**config.mk**
```make
export PLATFORM = sky130hd
export DESIGN_NAME = arcade_input_ctrl
export DESIGN_NICKNAME = d
export VERILOG_FILES = /design/src/rtl/arcade_input_ctrl.sv
export SDC_FILE = /design/constraint.sdc
export NUM_CORES = 1
export LEC_CHECK = 0
export BUFFER_PORTS_ARGS = -buffer_cell sky130_fd_sc_hd__buf_2
export CAP_MARGIN = 30
export CORE_MARGIN = 8
export CORE_UTILIZATION = 45
export DETAILED_ROUTE_END_ITERATION = 12
export MAX_ROUTING_LAYER = met4
export PLACE_DENSITY = 0.82
export SYNTH_ARGS = -nofsm -noshare
export SYNTH_HDL_FRONTEND = slang
export SYNTH_SLANG_ARGS = --single-unit
```
**constraint.sdc**
```tcl
create_clock -name clk_sys -period 2.6 [get_ports clk_sys]
set_input_delay 0.26 -clock clk_sys [delete_from_list [all_inputs] [get_ports clk_sys]]
set_output_delay 0.26 -clock clk_sys [all_outputs]
set_load 0.005 [all_outputs]
```
**src/rtl/arcade_input_ctrl.sv**
```systemverilog
// arcade_input_ctrl
// Player-input and DIP-switch front end for arcade cores. It captures DIP
// bytes and the title/layout byte from the ioctl stream. It maps each
// player's MiSTer joystick word onto a registered control byte. It also turns
// raw coin inputs into frame-timed pulses, with a re-trigger lockout so that
// one press gives exactly one credit.
module arcade_input_ctrl #(
    parameter int PLAYERS     = 2,  // 1..4
    parameter int DIP_BYTES   = 8,  // 1..8
    parameter int COIN_FRAMES = 3,  // 1..15
    parameter int COIN_LOCK   = 2   // 0..15
) (
    input  logic                   clk_sys,
    input  logic                   reset,
    input  logic                   ioctl_wr,
    input  logic [7:0]             ioctl_index,
    input  logic [26:0]            ioctl_addr,
    input  logic [15:0]            ioctl_dout,
    input  logic                   vblank,
    input  logic [16*PLAYERS-1:0]  joy,
    output logic [8*PLAYERS-1:0]   pl,
    output logic [PLAYERS-1:0]     coin_out,
    output logic [8*DIP_BYTES-1:0] dsw,
    output logic [7:0]             layout,
    output logic                   dip_valid
);

    typedef enum logic [1:0] {
        ST_IDLE  = 2'd0,
        ST_PULSE = 2'd1,
        ST_HOLD  = 2'd2,
        ST_LOCK  = 2'd3
    } coin_state_t;

    localparam logic [3:0] C_FRAMES = 4'(COIN_FRAMES);
    localparam logic [3:0] C_LOCK   = 4'(COIN_LOCK);

    logic       r_vblank_d;
    logic [7:0] r_layout;
    logic       r_dip_valid;
    logic       w_vb_edge;
    logic       w_dip_wr;
    logic       w_layout_wr;
    logic       w_unused_io;

    // Only the low data byte is meaningful. Address bits above 24 take no
    // part in DIP decode.
    assign w_unused_io = ^{ioctl_addr[26:25], ioctl_dout[15:8]};

    assign w_vb_edge   = vblank & ~r_vblank_d;
    assign w_dip_wr    = ioctl_wr && (ioctl_index == 8'd254) && (ioctl_addr[24:3] == 22'd0);
    assign w_layout_wr = ioctl_wr && (ioctl_index == 8'd1);

    assign layout    = r_layout;
    assign dip_valid = r_dip_valid;

    // Delayed vblank for frame-edge detection
    always_ff @(posedge clk_sys) begin
        if (reset) begin
            r_vblank_d <= 1'b0;
        end else begin
            r_vblank_d <= vblank;
        end
    end

    // Layout byte capture (last write wins) and the sticky DIP-valid flag
    always_ff @(posedge clk_sys) begin
        if (reset) begin
            r_layout    <= 8'h00;
            r_dip_valid <= 1'b0;
        end else begin
            if (w_layout_wr) begin
                r_layout <= ioctl_dout[7:0];
            end
            if (w_dip_wr && (ioctl_addr[2:0] == 3'd0)) begin
                r_dip_valid <= 1'b1;
            end
        end
    end

    // One register per implemented DIP byte. Addresses with no byte behind
    // them match nothing, so they are dropped.
    generate
        for (genvar gi = 0; gi < DIP_BYTES; gi++) begin : g_dip
            logic [7:0] r_byte;

            // Capture this DIP byte when its address is written
            always_ff @(posedge clk_sys) begin
                if (reset) begin
                    r_byte <= 8'h00;
                end else if (w_dip_wr && (ioctl_addr[2:0] == 3'(gi))) begin
                    r_byte <= ioctl_dout[7:0];
                end
            end

            assign dsw[gi*8 +: 8] = r_byte;
        end
    endgenerate

    // Per-player control mapping and coin shaping
    generate
        for (genvar gi = 0; gi < PLAYERS; gi++) begin : g_player
            logic [15:0]  w_joy;
            logic         w_r;
            logic         w_l;
            logic         w_d;
            logic         w_u;
            logic [3:0]   w_dir;
            logic         w_coin_raw;
            logic         w_unused_joy;
            logic [7:0]   r_pl;
            coin_state_t  r_state;
            logic [3:0]   r_cnt;
            logic [3:0]   w_cnt_inc;
            logic         r_coin;

            assign w_joy        = joy[gi*16 +: 16];
            assign w_unused_joy = ^w_joy[15:9];
            assign w_coin_raw   = w_joy[8];

            // Opposing directions cancel before they are mapped to the layout
            assign w_r = w_joy[0] & ~w_joy[1];
            assign w_l = w_joy[1] & ~w_joy[0];
            assign w_d = w_joy[2] & ~w_joy[3];
            assign w_u = w_joy[3] & ~w_joy[2];

            assign w_dir = r_layout[0] ? {1'b0, w_d, 1'b0, w_u}
                                       : {w_l, 1'b0, w_r, 1'b0};

            // Frame counter saturates at 15 instead of wrapping
            assign w_cnt_inc = (r_cnt == 4'hF) ? r_cnt : r_cnt + 4'd1;

            // Registered control byte: {start, fire3, fire2, fire1, dir}
            always_ff @(posedge clk_sys) begin
                if (reset) begin
                    r_pl <= 8'h00;
                end else begin
                    r_pl <= {w_joy[7:4], w_dir};
                end
            end

            // Coin FSM: one pulse of COIN_FRAMES frames per press. The coin
            // must be released first, then a lockout of COIN_LOCK frames runs.
            always_ff @(posedge clk_sys) begin
                if (reset) begin
                    r_state <= ST_IDLE;
                    r_cnt   <= 4'd0;
                    r_coin  <= 1'b0;
                end else begin
                    case (r_state)
                        ST_IDLE: begin
                            r_coin <= 1'b0;
                            if (w_coin_raw) begin
                                r_state <= ST_PULSE;
                                r_cnt   <= 4'd0;
                                r_coin  <= 1'b1;
                            end
                        end
                        ST_PULSE: begin
                            if (w_vb_edge) begin
                                r_cnt <= w_cnt_inc;
                                if (w_cnt_inc == C_FRAMES) begin
                                    r_state <= ST_HOLD;
                                    r_coin  <= 1'b0;
                                end
                            end
                        end
                        ST_HOLD: begin
                            r_coin <= 1'b0;
                            if (!w_coin_raw) begin
                                r_cnt   <= 4'd0;
                                r_state <= (COIN_LOCK == 0) ? ST_IDLE : ST_LOCK;
                            end
                        end
                        ST_LOCK: begin
                            r_coin <= 1'b0;
                            if (w_vb_edge) begin
                                r_cnt <= w_cnt_inc;
                                if (w_cnt_inc == C_LOCK) begin
                                    r_state <= ST_IDLE;
                                end
                            end
                        end
                        default: begin
                            r_state <= ST_IDLE;
                            r_cnt   <= 4'd0;
                            r_coin  <= 1'b0;
                        end
                    endcase
                end
            end

            assign pl[gi*8 +: 8] = r_pl;
            assign coin_out[gi]  = r_coin;
        end
    endgenerate

endmodule

```
* Word-level counts from Yosys, hierarchy flattened
Cells that the tools add are included.
** Cells by class
- $add $sub $neg :: 2
- Eq/ne operators :: 35
- Muxes and demuxes :: 32
- Bitwise operators :: 19
- Reduce and logical (&&, ||, !) cells :: 27
** Operators with widths (number)
- $mux W4 :: 8
- $mux W2 :: 12
- $ne A2 B2 Y1 const B :: 12
- $pmux W4 S3 :: 2
- $logic_not A22 Y1 :: 1
- $eq A4 B2 Y1 const B :: 4
- $pmux W2 S4 :: 2
- $eq A3 B3 Y1 const B :: 4
- $reduce_and A6 Y1 :: 2
- $reduce_or A2 Y1 :: 6
- $logic_and A1 B1 Y1 :: 11
- $not A1 Y1 :: 10
- $and A1 B1 Y1 :: 9
- $add A4 B1 Y4 const B :: 2
- $eq A2 B2 Y1 const B :: 4
- $eq A4 B4 Y1 const B :: 2
- $eq A8 B1 Y1 const B :: 1
- $eq A8 B8 Y1 const B :: 1
- $eq A3 B2 Y1 const B :: 2
- $mux W1 :: 6
- $pmux W1 S3 :: 2
- $reduce_and A3 Y1 :: 2
- $eq A2 B1 Y1 const B :: 2
- $logic_not A2 Y1 :: 2
- 4 further kinds :: 6
** Word-level totals
- Bits in registers :: 104
- Bits of input ports :: 87
- Output and inout bits :: 91
- Word-level logic and storage cells :: 138

* Logic depth before layout (Yosys ltp)
- Depth after elaboration :: 6
- Mapped depth :: 7
- Depth with buffers taken out :: 7

* Least setup slack after synthesis
OpenSTA, ideal clock, no wires.
- Path kind :: input to register
- Start :: input ioctl_addr[6]
- End :: register g_dip[2].r_byte[0]
- Library setup time :: 0.128 ns
- Data arrival time :: 1.885 ns
- Data required time :: 2.472 ns
- Setup slack :: 0.586 ns
- Stages on the path :: 6
- Buffers on the path :: 1
- Cell sequence :: nor4_1 nand2_1 or4_4 or4b_1 buf_4 mux2i_1
** Between the ends
- Word-level cells in the longest chain between the ends :: 3
** Ends and longest elaborated chain
- from (decl) :: line 17 : input logic [26:0] ioctl_addr,
- $logic_not A22 Y1 :: line 51 : assign w_dip_wr = ioctl_wr && (ioctl_index == 8'd254) && (ioctl_addr[24:3] == 22'd0);
- $logic_and A1 B1 Y1 :: line 51
- $logic_and A1 B1 Y1 :: line 91 : end else if (w_dip_wr && (ioctl_addr[2:0] == 3'(gi))) begin
- to (signal assigned) :: line 92 : r_byte <= ioctl_dout[7:0];
- to (decl) :: line 85 : logic [7:0] r_byte;
Every way passes these cells.
A chain may end at the register's enable or synchronous reset.

* Worst setup path in the final report
- Start :: input ioctl_addr[6]
- End :: register g_dip[2].r_byte[5]
The elaborated chain is that of the path after synthesis.

==> impl_metrics.tcl <==
set metrics [dict create \
    run_status "finished, final reports clean" \
    yosysTopAreaCellShare 0.476 \
    final_layout_size_suffix_gt1_frac 0.312 \
    post-cts-setup-buffers 0 \
    syn2layout_area_growth_pct 23.0 \
    gp_congestion 0.806 \
    final_design_area_no_fill_um2 5380 \
    critPathArrivalTime_ns 2.30 \
    synthesis.yosys.warnings 0 \
    chipWidth_um 115 \
    post_synth_inst_count 439 \
    syn-num-nets 537 \
    synth.distinct_cells 43 \
    worstMarginPinSlew_ns 0.574 \
    drt_pre_antenna_iters 4 \
    crit_required_ns 2.83 \
    seq_power_share 0.526 \
    max_cap_violations 0 \
    floorplan_row_count 36 \
    drc_violation_count_after_routing 0 \
    dominantRegCellSynth "sky130_fd_sc_hd__dfxtp_1" \
    grt.total_usage 0.175 \
    synth_largest_area_cell "sky130_fd_sc_hd__dfxtp_1" \
    crit-reg2reg-launch "g_player[0].r_state[0]$_SDFFE_PP0P_" \
    portBuffers 153 \
    post-route-period-util 0.798 \
    synth_edf_count 0 \
    ys_async_sr_fraction 0 \
    grt_setup_unrepaired "false" \
    clock_power_share 0.286 \
    nets 674 \
    tritoncts_clock_tree "yes" \
    net-switching-power_mw 0.969 \
    insertion_delay_ns 0.36 \
    r2r_slack_ns 0.59 \
    maximum_operating_frequency_mhz 482 \
    grt_first_pass_wirelength_mm 17.8 \
    worst_setup_path_startpoint "ioctl_addr[6]" \
    routed_wl_mm 11.3 \
    cts.reportedPaths.clkPinSlew_ns 0.10 \
    highest_net_fanout_along_the_worst_path 16 \
    tritoncts.num_buffers 9 \
    ctsLongestPathBuffers 2 \
    slew_headroom 0.616 \
    via_count_of_the_first_global_routing_pass 3609 \
    timing.reg2reg.worst_path_depth 7 \
    cts-hold-fix-buffers 0 \
    cts.sinks 104 \
    power.combinational.fraction 0.188 \
    fin_tns_setup_ns 0 \
    cts-htree-levels 3 \
    hold_viol 0 \
    postSynthRegisterBits 104 \
    report.final.setup_viol 0 \
    synthesis.area_per_instance_um2 9.96 \
    fp.dieH_um 115 \
    fin_skew_ns 0.00486 \
    drt_iter0_markers 196 \
    mappedNetlistArea_um2 4370 \
    post_cts_resized 0 \
    routed-via-count 3636 \
    cp_startpoint_kind "input pin" \
    dp.final_hpwl_mm 8.55 \
    post_drt_via_cell_ratio 5.09 \
    timing.hold.worst.class "in -> reg" \
    layout_min_cycle_time_ns 2.07 \
    report.final.slew_viol_count 0 \
    endpoint_kind "flip-flop" \
    synth_seq_area_share 0.476 \
    cts.root.buffer_cell "sky130_fd_sc_hd__clkbuf_8" \
    placed_area_um2 5200 \
    power.share.switching 0.300 \
    regToRegEndpoint "g_player[0].r_cnt[1]$_SDFFE_PP0P_" \
    drt-wirelength-per-cell_um 15.9 \
    hold_ws_ns 0.0617 \
    intPower_mw 2.27 \
    grt_start_max_net_pins 52 \
    leakagePower_nw 2.71 \
    power.density_cell_area_nw_per_um2 601 \
    vdd_drop_max_mv 0.444 \
    postRouteAntennaNets 0 \
    starting_density 0.456 \
    coreArea_um2 9590 \
    diodes 0 \
    criticalPathCategory "in -> reg" \
    dieArea_um2 13100 \
    global_route.overflow_total 0 \
    synth_area_leaders "sky130_fd_sc_hd__dfxtp_1 48%, sky130_fd_sc_hd__mux2i_1 16%, sky130_fd_sc_hd__nand2b_1 9.3%, sky130_fd_sc_hd__ha_1 3.1%, sky130_fd_sc_hd__nor2b_1 2.6%" \
    report.power.total_mw 3.23 \
    antenna_found_initial 0 \
    num_io_pins 178 \
    worst_setup_path_endpoint "g_dip[2].r_byte[5]$_SDFFE_PP0P_" \
]
placed cells by master, fill, tap and decap left out, types with 2 or more instances in the layout:
cell type,instances
sky130_fd_sc_hd__buf_2,153
sky130_fd_sc_hd__clkinvlp_4,2
sky130_fd_sc_hd__nor2b_1,18
sky130_fd_sc_hd__clkinv_2,2
sky130_fd_sc_hd__nor4b_1,7
sky130_fd_sc_hd__nand4_1,5
sky130_fd_sc_hd__and3_1,2
sky130_fd_sc_hd__ha_1,11
sky130_fd_sc_hd__nor3b_1,5
sky130_fd_sc_hd__or4b_1,3
sky130_fd_sc_hd__nor3_1,4
sky130_fd_sc_hd__or2_2,2
sky130_fd_sc_hd__nor2_1,25
sky130_fd_sc_hd__o21a_1,2
sky130_fd_sc_hd__and2_1,3
sky130_fd_sc_hd__nand3_1,4
sky130_fd_sc_hd__mux2i_1,69
sky130_fd_sc_hd__dfxtp_1,104
sky130_fd_sc_hd__nor4_1,4
sky130_fd_sc_hd__buf_4,4
sky130_fd_sc_hd__clkbuf_8,9
sky130_fd_sc_hd__nand2b_1,65
sky130_fd_sc_hd__a21oi_1,14
sky130_fd_sc_hd__o21ai_0,22
sky130_fd_sc_hd__inv_1,8
sky130_fd_sc_hd__inv_6,2
sky130_fd_sc_hd__nand2_1,10
sky130_fd_sc_hd__a31o_2,2
sky130_fd_sc_hd__a31oi_1,2
layer usage:
layer	GRT usage	up-vias	part of all wire
met3	0.0443	12	0.058
met4	0.0506	0	0.0071
met2	0.296	105	0.51
met5	-	-	0
met1	0.199	1746	0.43
li1	-	1773	-
Yosys cell counts (3+ instances only):
cell,number
sky130_fd_sc_hd__nor3_1,4
sky130_fd_sc_hd__or4b_1,3
sky130_fd_sc_hd__nand4_1,5
sky130_fd_sc_hd__buf_4,5
sky130_fd_sc_hd__a21oi_1,14
sky130_fd_sc_hd__nor4b_1,7
sky130_fd_sc_hd__nor2b_1,18
sky130_fd_sc_hd__buf_2,3
sky130_fd_sc_hd__dfxtp_1,104
sky130_fd_sc_hd__mux2i_1,69
sky130_fd_sc_hd__nand2b_1,65
sky130_fd_sc_hd__nor4_1,5
sky130_fd_sc_hd__nand2_1,10
sky130_fd_sc_hd__nand3_1,4
sky130_fd_sc_hd__and2_1,3
sky130_fd_sc_hd__nor3b_1,5
sky130_fd_sc_hd__clkbuf_1,22
sky130_fd_sc_hd__nor2_1,25
sky130_fd_sc_hd__inv_1,8
sky130_fd_sc_hd__ha_1,11
sky130_fd_sc_hd__o21ai_0,22
power groups by stage:
| stage | registers, mW | logic (mW) | clock network [mW] |
|---|---|---|---|
| 6_report | 1.70 | 0.609 | 0.924 |
| 5_1_grt | 1.71 | 0.682 | 1.03 |
| 4_1_cts | 1.70 | 0.609 | 0.958 |
| 3_5_place_dp | 1.74 | 0.606 | 0 |
| 3_3_place_gp | 1.73 | 0.566 | 0 |
| 2_1_floorplan | 1.73 | 0.440 | 0 |
through the flow:
stage | setup slack, ns | util | std cells
after floorplan | 0.586 | - | 439
after global placement | 0.186 | 0.542 | 698
after detailed placement | 0.146 | 0.542 | 698
after CTS | 0.543 | 0.561 | 714
after global routing | 0.363 | 0.561 | 714
final | 0.526 | 0.561 | 714
critical path, stage by stage:
cell and delay, ns:
sky130_fd_sc_hd__buf_2 0.10, sky130_fd_sc_hd__nor4_1 0.27, sky130_fd_sc_hd__nand2_1 0.09, sky130_fd_sc_hd__or4_4 0.64
sky130_fd_sc_hd__or4b_1 0.73, sky130_fd_sc_hd__mux2i_1 0.20
layout make-up:
cell class / count / area, um^2
clock buffer: 9 / 124
sequential: 104 / 2080
clock inverter: 7 / 53.8
fill: 883 / 4220
tap: 133 / 166
timing repair buffer: 157 / 796
inverter: 8 / 30.0
multi-input combinational: 296 / 2130
worst min-delay path by stage:
stage / cells past startpoint / slack [ns] / from / end
4_1_cts: 2 / 0.04 / joy[1] / g_player[0].r_pl[1]$_SDFF_PP0_
2_1_floorplan: 1 / 0.34 / joy[2] / g_player[0].r_pl[0]$_SDFF_PP0_
3_3_place_gp: 2 / 0.43 / joy[18] / g_player[1].r_pl[0]$_SDFF_PP0_
5_1_grt: 2 / 0.03 / joy[16] / g_player[1].r_pl[3]$_SDFF_PP0_
6_report: 2 / 0.06 / joy[1] / g_player[0].r_pl[1]$_SDFF_PP0_
3_5_place_dp: 2 / 0.44 / joy[19] / g_player[1].r_pl[2]$_SDFF_PP0_
state kept, by name (all words and copies together) (netlist names):
signal            cells
g_player.r_pl        16
g_player.r_state      4
g_player.r_cnt        8
r_vblank_d            1
dip_valid             1
layout                8
g_player.r_coin       2
g_dip.r_byte         64
cell families (layout without fill, tap and decap cells):
family,Yosys count,after routing,share of synthesized area
AOI/OAI and AO/OA,52,52,0.0699
adders and majority gates,11,11,0.0315
buffers and inverters,39,181,0.0386
DFF,104,104,0.476
muxes,69,69,0.158
and+or+nand+nor,164,164,0.226
(Power assumes the default switching activity.)
